--- src/rtl/sdram_pkg.sv ---
// Shared definitions for the SDRAM access sequencer.
// Holds the bus widths (matching sdram_address_calc and the Avalon-MM
// controller), the default read timeout and the sequencer state type.
package sdram_pkg;

    localparam int ADDR_W      = 26;
    localparam int DATA_W      = 32;
    localparam int TIMEOUT_DEF = 255;

    typedef enum logic [2:0] {
        IDLE    = 3'd0,
        SETUP   = 3'd1,
        ISSUE   = 3'd2,
        RD_WAIT = 3'd3,
        DONE    = 3'd4
    } sac_state_t;

endpackage

--- src/rtl/sdram_access_ctrl_if.sv ---
// Bundle of the sequencer's request, address-calculator and Avalon-MM signals.
//   request side : rd_req, wr_req, wr_data -> req_ack, rd_data, rd_valid,
//                  done, timeout_err
//   calculator   : calc_mode, calc_enable -> ; sdram_address <-
//   Avalon-MM    : avm_address, avm_read, avm_write, avm_writedata ->
//                  ; avm_waitrequest, avm_readdata, avm_readdatavalid <-
// slave  : the sequencer's view
// master : the view of everything surrounding the sequencer
interface sdram_access_ctrl_if #(
    parameter int ADDR_W = sdram_pkg::ADDR_W,
    parameter int DATA_W = sdram_pkg::DATA_W
);
    logic              rd_req;
    logic              wr_req;
    logic [DATA_W-1:0] wr_data;
    logic              req_ack;
    logic [DATA_W-1:0] rd_data;
    logic              rd_valid;
    logic              done;
    logic              timeout_err;
    logic              calc_mode;
    logic              calc_enable;
    logic [ADDR_W-1:0] sdram_address;
    logic [ADDR_W-1:0] avm_address;
    logic              avm_read;
    logic              avm_write;
    logic [DATA_W-1:0] avm_writedata;
    logic              avm_waitrequest;
    logic [DATA_W-1:0] avm_readdata;
    logic              avm_readdatavalid;

    modport slave (
        input  rd_req, wr_req, wr_data, sdram_address,
               avm_waitrequest, avm_readdata, avm_readdatavalid,
        output req_ack, rd_data, rd_valid, done, timeout_err,
               calc_mode, calc_enable,
               avm_address, avm_read, avm_write, avm_writedata
    );

    modport master (
        output rd_req, wr_req, wr_data, sdram_address,
               avm_waitrequest, avm_readdata, avm_readdatavalid,
        input  req_ack, rd_data, rd_valid, done, timeout_err,
               calc_mode, calc_enable,
               avm_address, avm_read, avm_write, avm_writedata
    );
endinterface

--- src/rtl/sdram_access_ctrl.sv ---
// Single-word SDRAM transaction sequencer.
// Accepts one read or write request at a time, steers sdram_address_calc
// (mode/enable), issues the command on Avalon-MM and returns read data.
// Ports:
//   clk    system clock
//   n_rst  asynchronous active-low reset
//   bus    sdram_access_ctrl_if.slave (request, calculator, Avalon signals)
//
// state   | meaning
// --------+-------------------------------------------------------------
// IDLE    | waiting for rd_req/wr_req; write wins a tie
// SETUP   | one cycle for sdram_address to follow the new calc_mode
// ISSUE   | avm_read/avm_write held until waitrequest drops
// RD_WAIT | waiting for readdatavalid, bounded by TIMEOUT
// DONE    | one-cycle done pulse
module sdram_access_ctrl
    import sdram_pkg::*;
#(
    parameter int unsigned TIMEOUT = TIMEOUT_DEF
) (
    input  logic clk,
    input  logic n_rst,
    sdram_access_ctrl_if.slave bus
);

    localparam logic [7:0] TO_CNT = 8'(TIMEOUT);

    sac_state_t        state_q, state_d;
    logic              is_rd_q, is_rd_d;
    logic              mode_q, mode_d;
    logic [DATA_W-1:0] wdata_q, wdata_d;
    logic [ADDR_W-1:0] addr_q, addr_d;
    logic [7:0]        cnt_q, cnt_d;
    logic [DATA_W-1:0] rdata_q, rdata_d;
    logic              rvalid_q, rvalid_d;
    logic              terr_q, terr_d;

    logic req_ack, calc_enable, avm_read, avm_write, done;

    always_ff @(posedge clk or negedge n_rst) begin
        if (!n_rst) begin
            state_q  <= IDLE;
            is_rd_q  <= 1'b0;
            mode_q   <= 1'b1;
            wdata_q  <= '0;
            addr_q   <= '0;
            cnt_q    <= '0;
            rdata_q  <= '0;
            rvalid_q <= 1'b0;
            terr_q   <= 1'b0;
        end else begin
            state_q  <= state_d;
            is_rd_q  <= is_rd_d;
            mode_q   <= mode_d;
            wdata_q  <= wdata_d;
            addr_q   <= addr_d;
            cnt_q    <= cnt_d;
            rdata_q  <= rdata_d;
            rvalid_q <= rvalid_d;
            terr_q   <= terr_d;
        end
    end

    always_comb begin
        state_d     = state_q;
        is_rd_d     = is_rd_q;
        mode_d      = mode_q;
        wdata_d     = wdata_q;
        addr_d      = addr_q;
        cnt_d       = '0;
        rdata_d     = rdata_q;
        rvalid_d    = 1'b0;
        terr_d      = terr_q;
        req_ack     = 1'b0;
        calc_enable = 1'b0;
        avm_read    = 1'b0;
        avm_write   = 1'b0;
        done        = 1'b0;

        case (state_q)
            IDLE: begin
                if (bus.wr_req || bus.rd_req) begin
                    req_ack = 1'b1;
                    is_rd_d = !bus.wr_req;
                    mode_d  = !bus.wr_req;
                    if (bus.wr_req) begin
                        wdata_d = bus.wr_data;
                    end
                    state_d = SETUP;
                end
            end
            SETUP: begin
                addr_d  = bus.sdram_address;
                state_d = ISSUE;
            end
            ISSUE: begin
                avm_read  = is_rd_q;
                avm_write = !is_rd_q;
                if (!bus.avm_waitrequest) begin
                    // Pointer advances only once the controller has the command.
                    calc_enable = 1'b1;
                    state_d     = is_rd_q ? RD_WAIT : DONE;
                end
            end
            RD_WAIT: begin
                cnt_d = cnt_q + 8'd1;
                // Data arriving in the terminal-count cycle still wins.
                if (bus.avm_readdatavalid) begin
                    rdata_d  = bus.avm_readdata;
                    rvalid_d = 1'b1;
                    state_d  = DONE;
                end else if (cnt_q == TO_CNT) begin
                    terr_d  = 1'b1;
                    state_d = DONE;
                end
            end
            DONE: begin
                done    = 1'b1;
                state_d = IDLE;
            end
            default: state_d = IDLE;
        endcase
    end

    assign bus.req_ack       = req_ack;
    assign bus.calc_enable   = calc_enable;
    assign bus.avm_read      = avm_read;
    assign bus.avm_write     = avm_write;
    assign bus.done          = done;
    assign bus.calc_mode     = mode_q;
    assign bus.avm_address   = addr_q;
    assign bus.avm_writedata = wdata_q;
    assign bus.rd_data       = rdata_q;
    assign bus.rd_valid      = rvalid_q;
    assign bus.timeout_err   = terr_q;

endmodule

--- src/flat_wrapper.sv ---
// flat-port wrapper written by rule: the top's interface ports become plain ports
module sdram_access_ctrl_flat import sdram_pkg::*;
#(
    parameter int unsigned TIMEOUT = TIMEOUT_DEF
)
  (clk, n_rst, bus_rd_req, bus_wr_req, bus_wr_data, bus_sdram_address, bus_avm_waitrequest, bus_avm_readdata, bus_avm_readdatavalid, bus_req_ack, bus_rd_data, bus_rd_valid, bus_done, bus_timeout_err, bus_calc_mode, bus_calc_enable, bus_avm_address, bus_avm_read, bus_avm_write, bus_avm_writedata);
  sdram_access_ctrl_if bus_i ();
  input  logic clk;
  input  logic n_rst;
  input wire logic [$bits(bus_i.rd_req)-1:0] bus_rd_req;
  input wire logic [$bits(bus_i.wr_req)-1:0] bus_wr_req;
  input wire logic [$bits(bus_i.wr_data)-1:0] bus_wr_data;
  input wire logic [$bits(bus_i.sdram_address)-1:0] bus_sdram_address;
  input wire logic [$bits(bus_i.avm_waitrequest)-1:0] bus_avm_waitrequest;
  input wire logic [$bits(bus_i.avm_readdata)-1:0] bus_avm_readdata;
  input wire logic [$bits(bus_i.avm_readdatavalid)-1:0] bus_avm_readdatavalid;
  output wire logic [$bits(bus_i.req_ack)-1:0] bus_req_ack;
  output wire logic [$bits(bus_i.rd_data)-1:0] bus_rd_data;
  output wire logic [$bits(bus_i.rd_valid)-1:0] bus_rd_valid;
  output wire logic [$bits(bus_i.done)-1:0] bus_done;
  output wire logic [$bits(bus_i.timeout_err)-1:0] bus_timeout_err;
  output wire logic [$bits(bus_i.calc_mode)-1:0] bus_calc_mode;
  output wire logic [$bits(bus_i.calc_enable)-1:0] bus_calc_enable;
  output wire logic [$bits(bus_i.avm_address)-1:0] bus_avm_address;
  output wire logic [$bits(bus_i.avm_read)-1:0] bus_avm_read;
  output wire logic [$bits(bus_i.avm_write)-1:0] bus_avm_write;
  output wire logic [$bits(bus_i.avm_writedata)-1:0] bus_avm_writedata;
  assign bus_i.rd_req = bus_rd_req;
  assign bus_i.wr_req = bus_wr_req;
  assign bus_i.wr_data = bus_wr_data;
  assign bus_i.sdram_address = bus_sdram_address;
  assign bus_i.avm_waitrequest = bus_avm_waitrequest;
  assign bus_i.avm_readdata = bus_avm_readdata;
  assign bus_i.avm_readdatavalid = bus_avm_readdatavalid;
  assign bus_req_ack = bus_i.req_ack;
  assign bus_rd_data = bus_i.rd_data;
  assign bus_rd_valid = bus_i.rd_valid;
  assign bus_done = bus_i.done;
  assign bus_timeout_err = bus_i.timeout_err;
  assign bus_calc_mode = bus_i.calc_mode;
  assign bus_calc_enable = bus_i.calc_enable;
  assign bus_avm_address = bus_i.avm_address;
  assign bus_avm_read = bus_i.avm_read;
  assign bus_avm_write = bus_i.avm_write;
  assign bus_avm_writedata = bus_i.avm_writedata;
  sdram_access_ctrl #(.TIMEOUT(TIMEOUT)) u_core (.clk(clk), .n_rst(n_rst), .bus(bus_i));
endmodule
--- config.mk ---
export PLATFORM = sky130hd
export DESIGN_NAME = sdram_access_ctrl_flat
export DESIGN_NICKNAME = d
export VERILOG_FILES = /design/src/rtl/sdram_pkg.sv /design/src/rtl/sdram_access_ctrl_if.sv /design/src/rtl/sdram_access_ctrl.sv /design/src/flat_wrapper.sv
export SDC_FILE = /design/constraint.sdc
export NUM_CORES = 1
export LEC_CHECK = 0
export CAP_MARGIN = 20
export CORE_MARGIN = 4
export CORE_UTILIZATION = 41
export DETAILED_ROUTE_END_ITERATION = 10
export PLACE_DENSITY = 0.79
export SLEW_MARGIN = 25
export SYNTH_ARGS = -nofsm -noshare
export SYNTH_HDL_FRONTEND = slang
export SYNTH_SLANG_ARGS = --single-unit
--- constraint.sdc ---
create_clock -name clk -period 1.8 [get_ports clk]
set_input_delay 0.18 -clock clk [delete_from_list [all_inputs] [get_ports clk]]
set_output_delay 0.18 -clock clk [all_outputs]
set_load 0.02 [all_outputs]
==> results of run 1 <==
per-stage QoR:
step           cell area (sq um)  cells  hold WS, ns  setup TNS (ns)
4_1_cts                     6610    608        0.322               0
5_1_grt                     6600    608        0.341         -0.0852
3_5_place_dp                6370    592        0.179           -1.28
3_3_place_gp                6370    592        0.168          -0.987
2_1_floorplan               4240    266       -0.116           -2.00
6_report                    6600    608        0.316               0
registers in the layout (all words and copies together), names as in the netlist:
| name | cells |
|---|---|
| u_core.bus.avm_writedata | 32 |
| u_core.bus.rd_data | 32 |
| u_core.bus.avm_address | 26 |
| u_core.cnt_q | 8 |
| u_core.state_q | 3 |
| u_core.bus.calc_mode | 1 |
| u_core.bus.rd_valid | 1 |
| u_core.bus.timeout_err | 1 |
| u_core.is_rd_q | 1 |
synthesized netlist by cell type (2+ instances only):
cell,number
a21oi_1,2
nor2_1,15
nand3_1,2
mux2_4,29
and3_1,2
buf_2,6
buf_12,4
nand2_1,7
mux2_2,62
nand4_1,3
dfrtp_1,104
inv_1,3
xor2_1,5
cell type report:
class / count / area [sq um]
sequential: 105 / 2630
timing repair buffer: 206 / 2080
clock inverter: 2 / 60.1
multi-input combinational: 146 / 1490
clock buffer: 13 / 169
inverter: 3 / 11.3
fill: 749 / 3310
tap: 133 / 166
power breakdown:
| part | internal, uW | switching [uW] |
|---|---|---|
| clock | 891 | 742 |
| sequential | 3470 | 630 |
| combinational | 3510 | 2750 |
repair_timing:
item | in CTS | in global routing
pin swaps | 0 | 0
endpoints found under the setup margin | 5 | 7
resized for setup | 9 | 10
hold endpoints to repair | 32 | 0
cloned | 0 | 0
hold buffers | 1 | 0
critical path, stage by stage, from the launching register on:
cell	delay, ns
dfrtp_1	0.46
nor4_4	0.37
and2_4	0.24
buf_12	0.20
mux2_4	0.32
layout by cell type, fill, tap and decap left out, drive strengths merged, types with 2 or more instances in the layout:
master / count
clkdlybuf4s50: 187
dfrtp: 104
mux2: 91
nor2: 16
clkbuf: 16
buf: 14
nand2: 7
xor2: 5
nand4: 3
inv: 3
and3: 2
nand3: 2
a21oi: 2
bufinv: 2
and2: 2
kinds of logic after synthesis:
group / Yosys count / synth area share (%)
simple gates: 41 / 5.35
mux: 92 / 27.0
flops: 105 / 62.0
xor+xnor: 6 / 1.24
buf+inv: 15 / 3.22
compound gates: 6 / 0.857
fa+ha+maj: 1 / 0.295
worst min path at each step:
stage	from	endpoint	slack, ns	cells after the start
after floorplan	n_rst	u_core.bus.avm_address[0]$_DFFE_PN0N_	-0.12	0
final	n_rst	u_core.bus.avm_address[7]$_DFFE_PN0N_	0.32	2
after global placement	n_rst	u_core.bus.avm_address[8]$_DFFE_PN0N_	0.17	1
after detailed placement	n_rst	u_core.bus.avm_address[7]$_DFFE_PN0N_	0.18	1
after global routing	n_rst	u_core.bus.avm_address[7]$_DFFE_PN0N_	0.34	2
after CTS	n_rst	u_core.bus.avm_address[7]$_DFFE_PN0N_	0.32	2
routing by layer:
layer  vias up  wire (um)  track usage, %
li1       1331          -               -
met1      1442       3870            20.1
met2        95       5560            30.8
met3        14        736            5.34
met4         0        176            5.34
met5         -          0               0
==> run_results.csv, run 1 <==
group,metric,value,unit
run_status,status,"finished clean",
floorplanning,die_y,110,um
synth,yosysTopAreaCellShare,61.4,%
sta,period_share,95.1,%
sta,fin_skew,0.00690,ns
layout,finish.utilization,66.6,%
clocking,cts.sink_count,105,
synth,postSynthCellCount,266,
detailed_routing,drt_iter0_drc,94,
clocking,cts_buffers,9,
critical_path,regToRegStartpoint,"u_core.state_q[0]$_DFFE_PN0P_",
layout,area_delta_synth_final,55.9,%
floorplanning,fp.coreArea,9910,sq um
global_routing,grt_antenna_before_repair,0,
synth,synth.avg_cell_area,15.9,sq um
clocking,clock_latency,0.36,ns
clocking,htreeDepth,3,
critical_path,crit_fanout,20,
synth,async_flop_share,100,%
synth,synth-edff-count,0,
synth,synth.area.top_cells,"dfrtp_1, mux2_2, mux2_4",
place,preCtsSetupSlack,-0.0642,ns
detailed_routing,ant_nets,0,
critical_path,endpoint_kind,"flip-flop",
critical_path,worstSetupStartpointType,"flip-flop",
floorplanning,die-area,12000,sq um
worst_hold_path,min_path_type,"in -> async",
global_routing,grt_pass1_wl,15.9,mm
clocking,cts_tree,"done",
synth,synthesis.area,4240,sq um
power,irDropWorstVdd,0.00104,V
flow_run,cap_violations,0,
place,portBuffers,193,
synth,ys.flop_type,"dfrtp_1",
detailed_routing,drtPass1Iterations,4,
layout,nNetsFinal,568,
clocking,post-cts-setup-buffer-count,0,
critical_path,r2r-end,"u_core.bus.avm_writedata[24]$_DFFE_PN0P_",
sta,worst_slew_pin_slew,0.503,ns
place,dpl.hpwl,7.88,mm
detailed_routing,vias,2882,
floorplanning,row_count,36,
synth,synth_top_cell_by_area,"dfrtp_1",
global_routing,grt.total_usage,17.4,%
sta,final-hold-violation-count,0,
sta,setup_viol_count_final,0,
place,place_congestion,0.729,
sta,period_minus_slack,1.71,ns
detailed_routing,drc,0,
power,leakagePower,0.00284,uW
synth,synth-warning-count,0,
floorplanning,ioPinCount,194,
clocking,clockRootBuffer,"clkbuf_8",
synth,synth_seq_cells,105,
sta,setup_ws,0.0880,ns
synth,synth.net_count,363,
clocking,cts_buffer_depth,2,
critical_path,timing.critical_path.from,"u_core.state_q[0]$_DFFE_PN0P_",
synth,synth_cell_type_count,35,
detailed_routing,routed_wl,10.3,mm
detailed_routing,wire_per_inst,17.0,um
layout,layout-drive-gt1-share,27.2,%
critical_path,path_class,"reg -> reg",
layout,n_antenna_cell,0,
global_routing,grt_max_degree,37,
power,total_power,12000,uW
sta,max_freq,584,MHz
floorplanning,die_w,110,um
critical_path,r2r_cells,4,
synth,synth-seq-area-share,62.0,%
sta,slew_headroom,66.5,%
floorplanning,start_util,42.8,%
critical_path,worst_ep_arrival_time,1.96,ns
critical_path,worstPathRequired,2.05,ns
global_routing,grt.overflow.total,0,
detailed_routing,vias_per_cell,4.74,
global_routing,grt_pass1_vias,3084,
sta,finalMaxSlewViolations,0,
clocking,clkTransAtPathRegs,0.09,ns
critical_path,cp-endpoint,"u_core.bus.avm_writedata[24]$_DFFE_PN0P_",
power,power_density,1820,nW/um^2
critical_path,setup.reg_to_reg.worst_slack,0.09,ns
Power figures use the tool's default switching activity.
==> run 2: changes to the inputs <==
Settings changed: REMOVE_ABC_BUFFERS set to 1.
==> run 2 against run 1 <==
Net effect:
- routed wire length shrank 5.2%
- final area down 0.42%
- clock power down 15%
- maximum frequency decreased by 2.4%
- first-iteration DRC count is 19% lower
- critical path depth is the same
- count of clock-buffer cells in the layout decreased by 3
- via count is 1.5% lower
- non-clock buffer count fell by 1
- critical endpoint is now u_core.bus.avm_writedata[20]$_DFFE_PN0P_
- largest cell class unchanged
==> run_results.csv, run 2 (same netlist as run 1, synthesis figures left out) <==
group,metric,value,unit
run_status,status,"finished clean",
detailed_routing,drtPass1Iterations,4,
worst_hold_path,min_path_type,"in -> async",
layout,finish.utilization,66.4,%
global_routing,grt.overflow.total,0,
power,irDropWorstVdd,0.000941,V
detailed_routing,drt_iter0_drc,76,
critical_path,endpoint_kind,"flip-flop",
clocking,cts_buffer_depth,2,
flow_run,cap_violations,0,
global_routing,grt_pass1_vias,2978,
critical_path,worst_ep_arrival_time,2.00,ns
place,portBuffers,193,
floorplanning,start_util,42.8,%
detailed_routing,wire_per_inst,16.2,um
detailed_routing,routed_wl,9.81,mm
layout,multi_input_area,1490,sq um
floorplanning,die_w,110,um
power,intPower,7650,uW
critical_path,crit_chain,"nor4_4 -> and2_4 -> buf_12 -> mux2_2",
sta,setup_viol_count_final,0,
detailed_routing,ant_nets,0,
critical_path,path_class,"reg -> reg",
place,dpl.hpwl,7.50,mm
power,power_density,1790,nW/um^2
layout,regArea,2630,sq um
floorplanning,ioPinCount,194,
sta,final-hold-violation-count,0,
critical_path,worst_path_max_delay_cell,"dfrtp_2",
sta,period_share,97.4,%
critical_path,worstPathRequired,2.05,ns
layout,n_antenna_cell,0,
power,p_switching,4100,uW
floorplanning,fp.coreArea,9910,sq um
critical_path,critical_path.max_stage_delay,0.49,ns
detailed_routing,vias_per_cell,4.69,
power,p_sw_share,34.9,%
floorplanning,row_count,36,
sta,finalMaxSlewViolations,0,
power,p_seq_share,35.2,%
layout,area_delta_synth_final,55.2,%
critical_path,crit_fanout,18,
global_routing,grt.total_usage,16.3,%
detailed_routing,drc,0,
clocking,clock_latency,0.36,ns
floorplanning,die_y,110,um
layout,layout-drive-gt1-share,27.3,%
sta,worst_slew_pin_slew,0.323,ns
place,place_congestion,0.799,
detailed_routing,vias,2840,
clocking,cts_buffers,9,
floorplanning,die-area,12000,sq um
clocking,htreeDepth,3,
critical_path,worstSetupStartpointType,"flip-flop",
layout,n_fill_cell,742,
sta,period_minus_slack,1.75,ns
sta,fin_skew,0.0128,ns
global_routing,grt_max_degree,53,
power,leakagePower,0.00281,uW
sta,rsz0062_at_grt,"yes",
layout,layout_common_cells,"clkdlybuf4s50_1, dfrtp_1, mux2_2",
global_routing,grt_pass1_wl,15.1,mm
sta,max_freq,570,MHz
layout,nNetsFinal,567,
global_routing,grt_antenna_before_repair,0,
clocking,clockRootBuffer,"clkbuf_8",
power,total_power,11700,uW
clocking,clkTransAtPathRegs,0.10,ns
power,p_comb_share,52.9,%
power,clockPowerShare,11.9,%
clocking,cts_tree,"done",
layout,final_common_cell,"clkdlybuf4s50_1",
clocking,cts.sink_count,105,
sta,slew_headroom,78.1,%
==> run 2: cell types whose count changed in the layout (fill, tap and decap cells not counted), moves of 2 or more <==
cell / before / now
dfrtp_2: 0 / 2
dfrtp_1: 104 / 102
clkdlybuf4s15_2: 0 / 2
clkbuf_2: 3 / 1
clkbuf_8: 12 / 9
==> run 2: layer usage <==
layer | up-vias | share of wire [%] | routed length [um] | GRT usage, %
met3 | 11 | 9.1 | 891 | 5.23
met2 | 137 | 48 | 4700 | 26.0
met5 | - | 0 | 0 | 0
li1 | 1333 | - | - | -
met1 | 1359 | 42 | 4100 | 21.2
met4 | 0 | 1.2 | 122 | 4.99
==> run 2: final cells by class <==
cell class	count	area share [%]
sequential	105	40.0
timing repair buffer	205	31.8
multi-input combinational	146	22.7
tap	133	2.53
clock buffer	10	1.94
clock inverter	4	0.837
inverter	3	0.171
==> run 2: timing repair <==
action	in CTS	in global routing
hold buffers	1	0
hold endpoints to repair	104	0
setup endpoints to repair	5	13
setup buffers	0	1
gates resized for setup	10	10
==> run 2: worst paths after layout <==
kind                            cells after the start  slack, ns                             start                                       end
worst max-delay path                                4       0.05     u_core.state_q[0]$_DFFE_PN0P_  u_core.bus.avm_writedata[20]$_DFFE_PN0P_
worst min-delay path                                2       0.19                             n_rst    u_core.bus.avm_address[24]$_DFFE_PN0N_
worst max register to register                      4       0.05     u_core.state_q[0]$_DFFE_PN0P_  u_core.bus.avm_writedata[20]$_DFFE_PN0P_
worst min register to register                      2       0.48  u_core.bus.calc_mode$_DFFE_PN1P_          u_core.bus.calc_mode$_DFFE_PN1P_
max in group asynchronous                           3       1.07                             n_rst          u_core.bus.calc_mode$_DFFE_PN1P_
min in group clk                                    2       0.43               bus_avm_readdata[3]         u_core.bus.rd_data[3]$_DFFE_PN0P_
==> run 2: power groups by stage <==
stage | Sequential, uW | Clock (uW) | Combinational (uW)
2_1_floorplan | 5410 | 0 | 1950
3_3_place_gp | 4130 | 0 | 6150
3_5_place_dp | 4170 | 0 | 6290
4_1_cts | 4140 | 1440 | 6270
5_1_grt | 4280 | 1540 | 6600
6_report | 4130 | 1390 | 6220
==> run 2: through the flow <==
step                      setup TNS, ns  area [sq um]  worst slack, ns  std cells  hold slack [ns]
final                                 0          6580           0.0459        606            0.186
after global routing            -0.0463          6580          -0.0165        606            0.170
after CTS                             0          6550          0.00825        605            0.177
after global placement           -0.203          6360          -0.0388        590          0.00379
after floorplan                  -25.23          4110           -0.469        254           -0.116
after detailed placement          -1.74          6360           -0.104        590          0.00379
==> run 2: worst max-delay path, delay by kind of cell, from the launching register on <==
family        cells  cell delay (ns)
buf+inv           1             0.18
flops             1             0.49
mux               1             0.35
simple gates      2             0.63
==> run 3: changes to the inputs <==
Settings changed: CORE_UTILIZATION 41 to 62, DONT_BUFFER_PORTS set to 1, PLACE_DENSITY 0.79 to 0.78.
==> run 3 against run 2 <==
Net effect:
- the run now ends with negative hold slack left
- routed wire length rose by 4.0%
- sequential power rose by 39%
- die area fell by 32%
- largest cell class unchanged
==> run_results.csv, run 3 (same netlist as run 1, synthesis figures left out) <==
group,metric,value,unit
sta,max_freq,582,MHz
layout,layout-drive-gt1-share,33.4,%
sta,hold_slack,-0.483,ns
place,portBuffers,0,
critical_path,crit_fanout,6,
global_routing,grt_antenna_before_repair,0,
critical_path,worstSetupStartpointType,"flip-flop",
floorplanning,fp.coreArea,6490,sq um
global_routing,grt.overflow.total,0,
clocking,hold_buffers,92,
clocking,cts_buffers,9,
critical_path,regToRegStartpoint,"u_core.state_q[0]$_DFFE_PN0P_",
power,irDropWorstVdd,0.00122,V
power,power_density,1820,nW/um^2
detailed_routing,vias,2550,
clocking,clockRootBuffer,"clkbuf_8",
clocking,post-cts-setup-buffer-count,0,
sta,rsz0062_at_grt,"yes",
floorplanning,die_w,90.7,um
clocking,cts_tree,"done",
layout,nNetsFinal,463,
run_status,violations,"negative hold slack",
global_routing,grt_pass1_vias,2847,
clocking,clkTransAtPathRegs,0.09,ns
layout,instances_no_fill,448,
floorplanning,start_util,65.2,%
sta,worst_slew_pin_slew,0.377,ns
layout,finish.utilization,84.6,%
floorplanning,ioPinCount,194,
detailed_routing,drt_iter0_drc,67,
global_routing,grt.total_usage,24.4,%
place,placed_cells,340,
clocking,htreeDepth,3,
sta,period_minus_slack,1.72,ns
detailed_routing,routed_wl,10.2,mm
floorplanning,row_count,29,
detailed_routing,drc,0,
detailed_routing,drtPass1Iterations,4,
critical_path,endpoint_kind,"primary output",
sta,final-hold-violation-count,105,
layout,n_antenna_cell,0,
critical_path,worst_ep_arrival_time,1.54,ns
sta,setup_viol_count_final,0,
critical_path,path_class,"reg -> out",
clocking,cts.sink_count,105,
critical_path,r2r-end,"u_core.bus.avm_writedata[12]$_DFFE_PN0P_",
detailed_routing,vias_per_cell,5.69,
critical_path,worstPathRequired,1.62,ns
worst_hold_path,min_path_type,"in -> async",
clocking,clock_latency,0.35,ns
sta,fin_skew,0.00600,ns
sta,period_share,95.4,%
sta,finalMaxSlewViolations,0,
place,place_congestion,0.745,
detailed_routing,wire_per_inst,22.8,um
critical_path,setup.reg_to_reg.worst_slack,0.12,ns
floorplanning,die-area,8220,sq um
run_status,status,"finished, violations left",
layout,area_delta_synth_final,29.7,%
detailed_routing,ant_nets,0,
place,dpl.hpwl,6.25,mm
layout,layout_common_cells,"dfrtp_1, dlygate4sd3_1, mux2_2",
flow_run,cap_violations,0,
layout,final_common_cell,"dfrtp_1",
global_routing,grt_max_degree,106,
power,leakagePower,0.00244,uW
power,total_power,10000,uW
sta,setup_tns,0,ns
sta,slew_headroom,74.5,%
clocking,cts_buffer_depth,2,
global_routing,grt_pass1_wl,15.4,mm
critical_path,r2r_cells,4,
floorplanning,die_y,90.7,um
-- run 3: worst max-delay path by stage --
stage                                        from                                 to  depth (start not counted)
finish              u_core.state_q[2]$_DFFE_PN0P_                      bus_avm_write                          4
global route        u_core.state_q[1]$_DFFE_PN0P_      u_core.state_q[1]$_DFFE_PN0P_                          5
CTS                 u_core.state_q[2]$_DFFE_PN0P_                      bus_avm_write                          4
detailed placement  u_core.state_q[2]$_DFFE_PN0P_      u_core.state_q[1]$_DFFE_PN0P_                          4
global placement    u_core.state_q[2]$_DFFE_PN0P_      u_core.state_q[1]$_DFFE_PN0P_                          4
floorplan           u_core.state_q[1]$_DFFE_PN0P_  u_core.bus.rd_data[0]$_DFFE_PN0P_                          2
-- run 3: layer usage --
metal / GRT usage, % / share of wire, %
met1: 27.0 / 37
met2: 41.8 / 51
met3: 8.83 / 9.8
met4: 11.1 / 1.9
met5: 0 / 0
-- run 3: metrics by stage --
step / cell area, sq um / hold WS (ns) / worst slack (ns)
global placement: 4330 / -0.112 / 0.136
CTS: 5480 / -0.504 / 0.0197
finish: 5500 / -0.483 / 0.0832
detailed placement: 4330 / -0.112 / 0.0145
global route: 5500 / -0.511 / -0.0195
floorplan: 4110 / -0.116 / -0.469
-- run 3: final cells by class --
type	count	area (sq um)
Multi-Input combinational cell	146	1490
Timing Repair Buffer	101	1040
Fill cell	303	1000
Clock buffer	12	155
Sequential cell	105	2630
Clock inverter	4	73.8
Inverter	3	11.3
Tap cell	77	96.3
-- run 3: where the power goes --
part | switching (uW) | internal [uW] | leakage [uW] | total [uW]
registers | 2270 | 3460 | 0.00127 | 5730
clock network | 750 | 864 | 0.000117 | 1610
logic | 928 | 1720 | 0.00105 | 2650
-- run 3: worst max-delay path, cell delays in order, from the launching register on --
cell and delay, ns:
dfrtp_1 0.47, buf_4 0.19, nor2_1 0.15, nand2_1 0.13, nor2_2 0.24
-- run 3: timing repair --
action	CTS	global route
gates resized for setup	1	5
endpoints found under the setup margin	1	4
endpoints found under the hold margin	197	105
